--- config.mk ---
export PLATFORM = sky130hd
export DESIGN_NAME = poly_ctrl
export DESIGN_NICKNAME = d
export VERILOG_FILES = /design/src/rtl/poly_ctrl.sv
export SDC_FILE = /design/constraint.sdc
export NUM_CORES = 1
export LEC_CHECK = 0
export ABC_AREA = 0
export CORE_AREA = 2 2 52 63
export CTS_CLUSTER_DIAMETER = 120
export DETAILED_ROUTE_END_ITERATION = 7
export DIE_AREA = 0 0 54 65
export PLACE_DENSITY = 0.63
export REMOVE_ABC_BUFFERS = 1
export SYNTH_ARGS = -nofsm -noshare
export SYNTH_HDL_FRONTEND = slang
export SYNTH_SLANG_ARGS = --single-unit
--- constraint.sdc ---
create_clock -name clk -period 4.1 [get_ports clk]
set_input_delay 0.82 -clock clk [delete_from_list [all_inputs] [get_ports clk]]
set_output_delay 0.82 -clock clk [all_outputs]
set_load 0.02 [all_outputs]
--- src/rtl/poly_ctrl.sv ---
// Moore control sequencer for the X/S/H accumulator datapath: evaluates y = (A*x + B)*x + C.
// Optional single-step mode is enabled by defining POLY_CTRL_STEP_EN.
module poly_ctrl #(
    parameter int XW = 3
) (
    input  logic          clk,
    input  logic          rst,
    input  logic          start,
    input  logic [XW-1:0] x_in,
    input  logic          step,
    output logic          busy,
    output logic          done,
    output logic [XW-1:0] x_out,
    output logic [1:0]    sel_k,
    output logic [1:0]    sel_a,
    output logic [1:0]    sel_b,
    output logic          sub,
    output logic          ld_x,
    output logic          ld_s,
    output logic          ld_h
);

    typedef enum logic [3:0] {
        S_IDLE, S_LDX, S_CLRS, S_MULA, S_ADDB, S_MOVH, S_CLRS2, S_MULH, S_ADDC, S_DONE
    } state_t;

    state_t        state, nxt;
    logic [XW-1:0] xr, cnt;
    logic          adv;

    logic          busy_d, done_d, ldx_d, lds_d, ldh_d;
    logic [XW-1:0] xo_d;
    logic [1:0]    sk_d, sa_d, sb_d;
    logic          ldx_q, lds_q, ldh_q;

`ifdef POLY_CTRL_STEP_EN
    assign adv = (state == S_IDLE) || step;
`else
    logic unused_step;
    assign unused_step = step;
    assign adv = 1'b1;
`endif

    always_ff @(posedge clk or posedge rst) begin
        if (rst) state <= S_IDLE;
        else     state <= nxt;
    end

    always_comb begin
        nxt = state;
        case (state)
            S_IDLE:  if (start) nxt = S_LDX;
            S_LDX:   if (adv) nxt = S_CLRS;
            S_CLRS:  if (adv) nxt = (xr != '0) ? S_MULA : S_ADDB;
            S_MULA:  if (adv && cnt <= XW'(1)) nxt = S_ADDB;
            S_ADDB:  if (adv) nxt = S_MOVH;
            S_MOVH:  if (adv) nxt = S_CLRS2;
            S_CLRS2: if (adv) nxt = (xr != '0) ? S_MULH : S_ADDC;
            S_MULH:  if (adv && cnt <= XW'(1)) nxt = S_ADDC;
            S_ADDC:  if (adv) nxt = S_DONE;
            S_DONE:  if (adv) nxt = S_IDLE;
            default: nxt = S_IDLE;
        endcase
    end

    // Operand capture and loop counter; the counter runs x iterations per multiply loop.
    always_ff @(posedge clk or posedge rst) begin
        if (rst) begin
            xr  <= '0;
            cnt <= '0;
        end else begin
            if (state == S_IDLE && start) xr <= x_in;
            if (adv) begin
                case (state)
                    S_CLRS, S_CLRS2: cnt <= xr;
                    S_MULA, S_MULH:  cnt <= cnt - XW'(1);
                    default:         cnt <= cnt;
                endcase
            end
        end
    end

    // Control word is decoded from the next state so the registered outputs line up with the state.
    always_comb begin
        busy_d = (nxt != S_IDLE);
        done_d = 1'b0;
        xo_d   = '0;
        sk_d   = 2'b00;
        sa_d   = 2'b00;
        sb_d   = 2'b00;
        ldx_d  = 1'b0;
        lds_d  = 1'b0;
        ldh_d  = 1'b0;
        case (nxt)
            S_LDX: begin
                ldx_d = 1'b1;
                xo_d  = (state == S_IDLE) ? x_in : xr;
            end
            S_CLRS, S_CLRS2: begin
                sb_d  = 2'b01;
                lds_d = 1'b1;
            end
            S_MULA, S_ADDB, S_ADDC: begin
                sa_d  = 2'b10;
                sb_d  = 2'b01;
                sk_d  = (nxt == S_MULA) ? 2'b01 : (nxt == S_ADDB) ? 2'b10 : 2'b11;
                lds_d = 1'b1;
            end
            S_MOVH: begin
                sa_d  = 2'b10;
                sb_d  = 2'b01;
                ldh_d = 1'b1;
            end
            S_MULH: begin
                sa_d  = 2'b10;
                sb_d  = 2'b11;
                lds_d = 1'b1;
            end
            S_DONE:  done_d = 1'b1;
            default: ;
        endcase
    end

    always_ff @(posedge clk or posedge rst) begin
        if (rst) begin
            busy  <= 1'b0;
            done  <= 1'b0;
            x_out <= '0;
            sel_k <= 2'b00;
            sel_a <= 2'b00;
            sel_b <= 2'b00;
            ldx_q <= 1'b0;
            lds_q <= 1'b0;
            ldh_q <= 1'b0;
        end else begin
            busy  <= busy_d;
            done  <= done_d;
            x_out <= xo_d;
            sel_k <= sk_d;
            sel_a <= sa_d;
            sel_b <= sb_d;
            ldx_q <= ldx_d;
            lds_q <= lds_d;
            ldh_q <= ldh_d;
        end
    end

    // Loads only reach the datapath on cycles where the FSM will actually advance.
    assign sub  = 1'b0;
    assign ld_x = ldx_q & adv;
    assign ld_s = lds_q & adv;
    assign ld_h = ldh_q & adv;

endmodule
==> results of run 1 <==
registers in the layout (all words and copies together) (netlist names):
| name | flops |
|---|---|
| busy | 1 |
| cnt | 3 |
| done | 1 |
| ld_h | 1 |
| ld_s | 1 |
| ld_x | 1 |
| sel_a | 1 |
| sel_b | 2 |
| sel_k | 2 |
| state | 4 |
| x_out | 3 |
| xr | 3 |
power by group through the flow:
stage	Clock [mW]	Combinational, mW	Sequential, mW
detailed placement	0	0.378	0.401
global placement	0	0.367	0.400
global route	0.123	0.424	0.413
floorplan	0	0.211	0.433
CTS	0.110	0.378	0.397
finish	0.109	0.374	0.397
Yosys cell counts, types with 2 or more instances:
cell type | instances | area share, %
mux2i_1 | 2 | 2.1
a21oi_1 | 2 | 1.0
nand2b_1 | 2 | 1.3
mux2_4 | 3 | 4.6
buf_4 | 3 | 2.3
o21ai_0 | 8 | 4.1
dfrtp_1 | 23 | 59
nor3_1 | 2 | 1.0
nor2_1 | 6 | 2.3
inv_1 | 5 | 1.9
nand2_1 | 5 | 1.9
and2_1 | 4 | 2.6
worst min path at each step:
stage                       from      to  cells past startpoint
after CTS                 cnt[0]  cnt[0]                      2
after floorplan           cnt[0]  cnt[0]                      2
final                     cnt[0]  cnt[0]                      2
after detailed placement  cnt[0]  cnt[0]                      2
after global routing      cnt[0]  cnt[0]                      2
after global placement    cnt[0]  cnt[0]                      2
cell families after synthesis:
kind of cell / after synthesis
muxes: 5
adders and majority gates: 1
and+or+nand+nor: 28
other: 1
buffers and inverters: 10
DFF: 23
AOI/OAI and AO/OA: 16
layout by cell type (no fill, tap or decap):
| cell type | netlist | routed |
|---|---|---|
| dfrtp_1 | 23 | 23 |
| clkdlybuf4s50_1 | 0 | 18 |
| o21ai_0 | 8 | 8 |
| nor2_1 | 6 | 6 |
| inv_1 | 5 | 5 |
| nand2_1 | 5 | 5 |
| and2_1 | 4 | 4 |
| mux2_4 | 3 | 3 |
| clkbuf_4 | 0 | 3 |
| nand2b_1 | 2 | 2 |
| a21oi_1 | 2 | 2 |
| mux2i_1 | 2 | 2 |
| nor3_1 | 2 | 2 |
| conb_1 | 1 | 2 |
| nor4_2 | 1 | 1 |
| nor3b_2 | 1 | 1 |
| nor2b_1 | 1 | 1 |
| a22o_1 | 1 | 1 |
| a31o_2 | 1 | 1 |
| o311ai_0 | 1 | 1 |
| or2_2 | 1 | 1 |
| o21ai_1 | 1 | 1 |
| nor3_2 | 1 | 1 |
| o21bai_1 | 1 | 1 |
| and3b_1 | 1 | 1 |
| or3_1 | 1 | 1 |
| or2_1 | 1 | 1 |
| nand3_1 | 1 | 1 |
| a22oi_1 | 1 | 1 |
| ha_1 | 1 | 1 |
| clkinv_2 | 0 | 1 |
routing by layer:
layer  wire [um]  vias to the layer above  track usage (%)
li1            -                      312                -
met1         679                      305             13.6
met2         825                       20             19.1
met3          77                        5             2.07
met4          57                        0             7.50
met5           0                        -                0
metrics by stage:
step	cells	power [mW]	cell area, sq um
after floorplan	80	0.644	938
after global placement	134	0.767	1160
after detailed placement	134	0.778	1160
after CTS	138	0.885	1190
after global routing	138	0.960	1190
final	138	0.880	1190
final cells by class:
class | instances | area [sq um]
clock buffer | 3 | 22.5
inverter | 5 | 18.8
timing repair buffer | 18 | 180
clock inverter | 1 | 5.00
tap | 36 | 45.0
fill | 302 | 1780
multi-input combinational | 52 | 344
sequential | 23 | 576
worst min-delay path, cell delays in order, from the launching register on:
cell	delay (ns)
dfrtp_1	0.39
nand2_1	0.05
o21ai_0	0.06
==> results by group, run 1 <==
Status
  • Outcome: finished, final reports clean

Critical path
  • Path length in cells of the critical path: 1
  • CP max stage cell: clkdlybuf4s50_1
  • R2R Path End: xr[1]
  • Family with the most delay on the worst path: buffers and inverters
  • Crit Path Max Fanout: 1
  • CP bufs+invs: 1
  • Reg2reg setup slack: 2.42 ns
  • Reg2Reg Depth: 3
  • Max stage delay on crit path: 0.60 ns
  • Critical-path cell list: clkdlybuf4s50_1
  • Crit start category: flip-flop
  • R2r startpoint: state[0]
  • WS Path Type: flip-flop to output pin
  • Worst setup EP type: output pin
  • Crit path to: ld_x
  • CP Launch Point: ld_x
  • Worst EP arrival: about 1.3 ns
  • Crit path required time: roughly 3.3 ns

STA
  • Fin. max-slew vios: 0
  • Post-Route Skew: 0.00407 ns
  • Worst hold slack: 0.527 ns
  • Final setup fails: 0
  • RSZ-0062 raised after global routing: no
  • Final min period: 2.11 ns
  • Max-slew headroom: 43.6%
  • Period utilisation layout: 51.5%
  • Final Hold Vio Count: 0
  • Fmax: 474 MHz
  • Slew @ Worst Pin: about 0.85 ns
  • Worst Setup Slack, final: 1.99 ns
  • Fin Setup TNS: 0 ns

Floorplanning
  • Die width: about 54 um
  • Row count: 22
  • Effective utilization at floorplan: 32.7%
  • Die height: 65 um
  • Die Area: roughly 3500 sq um
  • Core area: ~3000 sq um
  • # IOs: 22

Power and ir drop
  • Gate power share: 42.5%
  • Sw Ratio: between 30% and 40%
  • Pleak: 0.534 nW
  • Clock network power share: 12.4%
  • Sequential share of power: 45.1%
  • P_int: ~540 uW
  • Worst VDD drop: 0.309 mV
  • Psw: 340 uW
  • Pwr/cell area: 739 nW/um^2

Drt
  • DR vias: ~640
  • DRT antenna net count: 0
  • First DRT Iteration DRCs: 10
  • Via/cell ratio: 4.65
  • # DRC: 0
  • Wire length per cell: 11.9 um
  • Drt total wl: 1640 um
  • First-pass detailed-route iteration total: 4

CTS
  • CTS tree: done
  • TritonCTS buffer count: 3
  • Post-CTS Hold Buffers: 0
  • Clock latency on the worst-skew pair: ~0.33 ns
  • # H-tree levels: 1
  • Clock sinks: 23
  • Post-CTS Setup Bufs: 0
  • Root buf cell: clkbuf_4
  • Clock slew at reported path FFs: 0.13 ns
  • PostCTS Resize Cnt: 0
  • Max clock buf depth: 2

Logic synthesis
  • Largest family of logic cells by synthesized area: simple AND/OR/NAND/NOR gates
  • Post-synthesis cell area: slightly below 1000 sq um
  • Mean post-synth cell area: roughly 12 sq um
  • Syn Inst Count: 84
  • Netlist cell types: 31
  • Asr flop ratio synth: 100%
  • Synth Area in Adders: about 1.3%
  • Compound-Gate Fraction of Synth Area: 9.91%
  • Synth Warn #: 0
  • Register area share after synthesis: 59.2%
  • Multiplexer share of the synthesized area: 6.69%
  • Post-Synth XOR/XNOR Area: 0%
  • Post-synth EDFFs: 0
  • Dominant synthesized flop cell: dfrtp_1
  • Simple-Gate Fraction of Synth Area: 16.7%
  • Seq cells post-synth: 23

Placed design
  • Detailed placer's ending HPWL: 1170 um
  • IO buf count: 18
  • Pre-CTS setup slack: roughly 2 ns
  • GPL Wtd Cong: roughly 0.85

Global route
  • First-pass GRT wire length: 2950 um
  • Initial antenna violation count: 0
  • Vias in the first global route: 677
  • Largest net degree at the start of global routing: 24
  • Grt ovf: 0
  • All-layer global routing usage: a little under an eighth

Finish
  • P&R area growth vs syn: 22.5%
  • Layout cells sized above 1: 11.8%
  • Final core occ: 40.1%
  • Fin nets: 111
  • Diode count: 0

Worst hold path
  • Hold Path Class: flip-flop to flip-flop

Flow run
  • Max_cap viols: 0
(Power assumes the default switching activity.)
==> run 2: changes to the inputs <==
Clock period 4.1 ns to 2.1 ns, I/O delays scaled along.
==> run 2 against run 1 <==
Global-route usage about the same. Setup slack lost 1.6 ns. Count of clock-buffer cells in the layout unchanged. Clock power is 88% higher. Combinational power rose by 96%. Die area unchanged. Sequential power increased by 96%. Flip-flop and latch count did not move. Register-to-register slack worse by 2.0 ns. Hold slack worse by 0.096 ns. Clock skew rose by 0.0046 ns. Non-clock buffer count grew 1. Critical path type unchanged. Largest power group unchanged.
==> results by group, run 2 (synthesis results as in run 1) <==
Status
  • Outcome: finished, final reports clean

Placed design
  • Detailed placer's ending HPWL: 1170 um
  • Post-DP Area: 1170 sq um
  • IO buf count: 18
  • GPL Wtd Cong: 0.852
  • Placed Cells: 135

STA
  • Fin. max-slew vios: 0
  • Post-Route Skew: about 0.0087 ns
  • Final setup fails: 0
  • Period utilisation layout: 80.2%
  • Final min period: ~1.7 ns
  • Fin Setup TNS: 0 ns
  • Final Hold Vio Count: 0
  • Fmax: 594 MHz
  • RSZ-0062 raised after global routing: no

CTS
  • Max clock buf depth: 2
  • PostCTS Resize Cnt: 0
  • Post-CTS Setup Bufs: 0
  • Post-CTS Hold Buffers: 0
  • Clock sinks: 23
  • # H-tree levels: 1
  • Clock latency on the worst-skew pair: about 0.31 ns
  • Clock slew at reported path FFs: 0.13 ns
  • CTS tree: done
  • Root buf cell: clkbuf_4
  • TritonCTS buffer count: 3

Finish
  • Area of the multi-input gates: 344 sq um
  • Number of flip-flops under the largest register name: 4
  • Fin nets: 112
  • Layout filler cell count: between 300 and 400
  • Finished Cell Area: 1200 sq um
  • Layout cells sized above 1: 12.6%
  • Diode count: 0
  • P&R area growth vs syn: 23.3%
  • Final core occ: between 40% and 50%
  • Commonest non-fill, non-tap cell in the layout: dfrtp_1
  • Register area: 576 sq um
  • Layout Cells excl Fill: 139
  • Commonest non-fill, non-tap cells in the layout: dfrtp_1, clkdlybuf4s50_1, o21ai_0
  • Most flop-heavy register: state

Drt
  • Drt total wl: 1610 um
  • First DRT Iteration DRCs: 16
  • Via/cell ratio: 4.68
  • # DRC: 0
  • Wire length per cell: between 10 and 15 um
  • DRT antenna net count: 0
  • DR vias: 650
  • First-pass detailed-route iteration total: 4

Global route
  • Grt ovf: 0
  • Vias in the first global route: 698
  • Largest net degree at the start of global routing: 24
  • All-layer global routing usage: 11.7%
  • First-pass GRT wire length: 2960 um
  • Initial antenna violation count: 0

Power and ir drop
  • Pleak: 0.539 nW
  • Power Total: 1.71 mW
  • Worst VDD drop: roughly 0.57 mV
  • Pwr/cell area: 1430 nW/um^2

Critical path
  • Crit Path Max Fanout: 1
  • Worst EP arrival: about 1.3 ns
  • CP max stage cell: clkdlybuf4s50_1
  • WS Path Type: flip-flop to output pin
  • Worst setup EP type: output pin
  • Max stage delay on crit path: 0.60 ns
  • Crit start category: flip-flop
  • CP bufs+invs: 1
  • Crit path required time: 1.68 ns
  • Family with the most delay on the worst path: buffers and inverters
  • Critical-path cell list: clkdlybuf4s50_1

Flow run
  • Max_cap viols: 0

Floorplanning
  • Effective utilization at floorplan: roughly 33%
  • Row count: 22
  • Die width: between 50 and 60 um
  • # IOs: 22
  • Die height: 65 um
  • Core area: 2970 sq um
  • Die Area: 3510 sq um

Worst hold path
  • Hold Path Class: primary input to async pin
## run 2: cell types whose count changed in the layout (fill, tap and decap cells not counted)
cell | previous run | this run
buf_4 | 0 | 1
## run 2: path summary, 6_finish.rpt
path	startpoint	to	slack (ns)	cells past startpoint
hold reg to reg	cnt[0]	cnt[0]	0.55	2
max in group asynchronous	rst	ld_x	1.45	3
min in group clk	cnt[0]	cnt[0]	0.55	2
setup / recovery	ld_x	ld_x	0.42	1
hold / removal	rst	sel_k[1]	0.43	3
setup reg to reg	state[0]	xr[1]	0.44	3
## run 2: layout make-up
type | count | share of cell area [%]
tap | 36 | 3.76
sequential | 23 | 48.0
inverter | 5 | 1.57
clock inverter | 1 | 0.418
clock buffer | 3 | 1.88
timing repair buffer | 19 | 15.7
multi-input combinational | 52 | 28.7
## run 2: metal layers
| metal | GRT usage [%] | vias to the layer above | wire (um) |
|---|---|---|---|
| li1 | - | 316 | - |
| met1 | 13.0 | 310 | 665 |
| met2 | 19.1 | 19 | 824 |
| met3 | 2.76 | 5 | 71 |
| met4 | 7.81 | 0 | 51 |
| met5 | 0 | - | 0 |
## run 2: where the power goes
part / total [mW] / switching, mW / internal [mW] / leakage [nW]
combinational: 0.733 / 0.363 / 0.370 / 0.237
sequential: 0.777 / 0.162 / 0.614 / 0.284
clock: 0.205 / 0.134 / 0.0712 / 0.0177
## run 2: metrics by stage
| step | worst slack [ns] | hold WS, ns |
|---|---|---|
| 2_1_floorplan | 0.620 | 0.422 |
| 3_3_place_gp | 0.418 | 0.495 |
| 3_5_place_dp | 0.407 | 0.536 |
| 4_1_cts | 0.404 | 0.445 |
| 5_1_grt | 0.322 | 0.472 |
| 6_report | 0.417 | 0.431 |
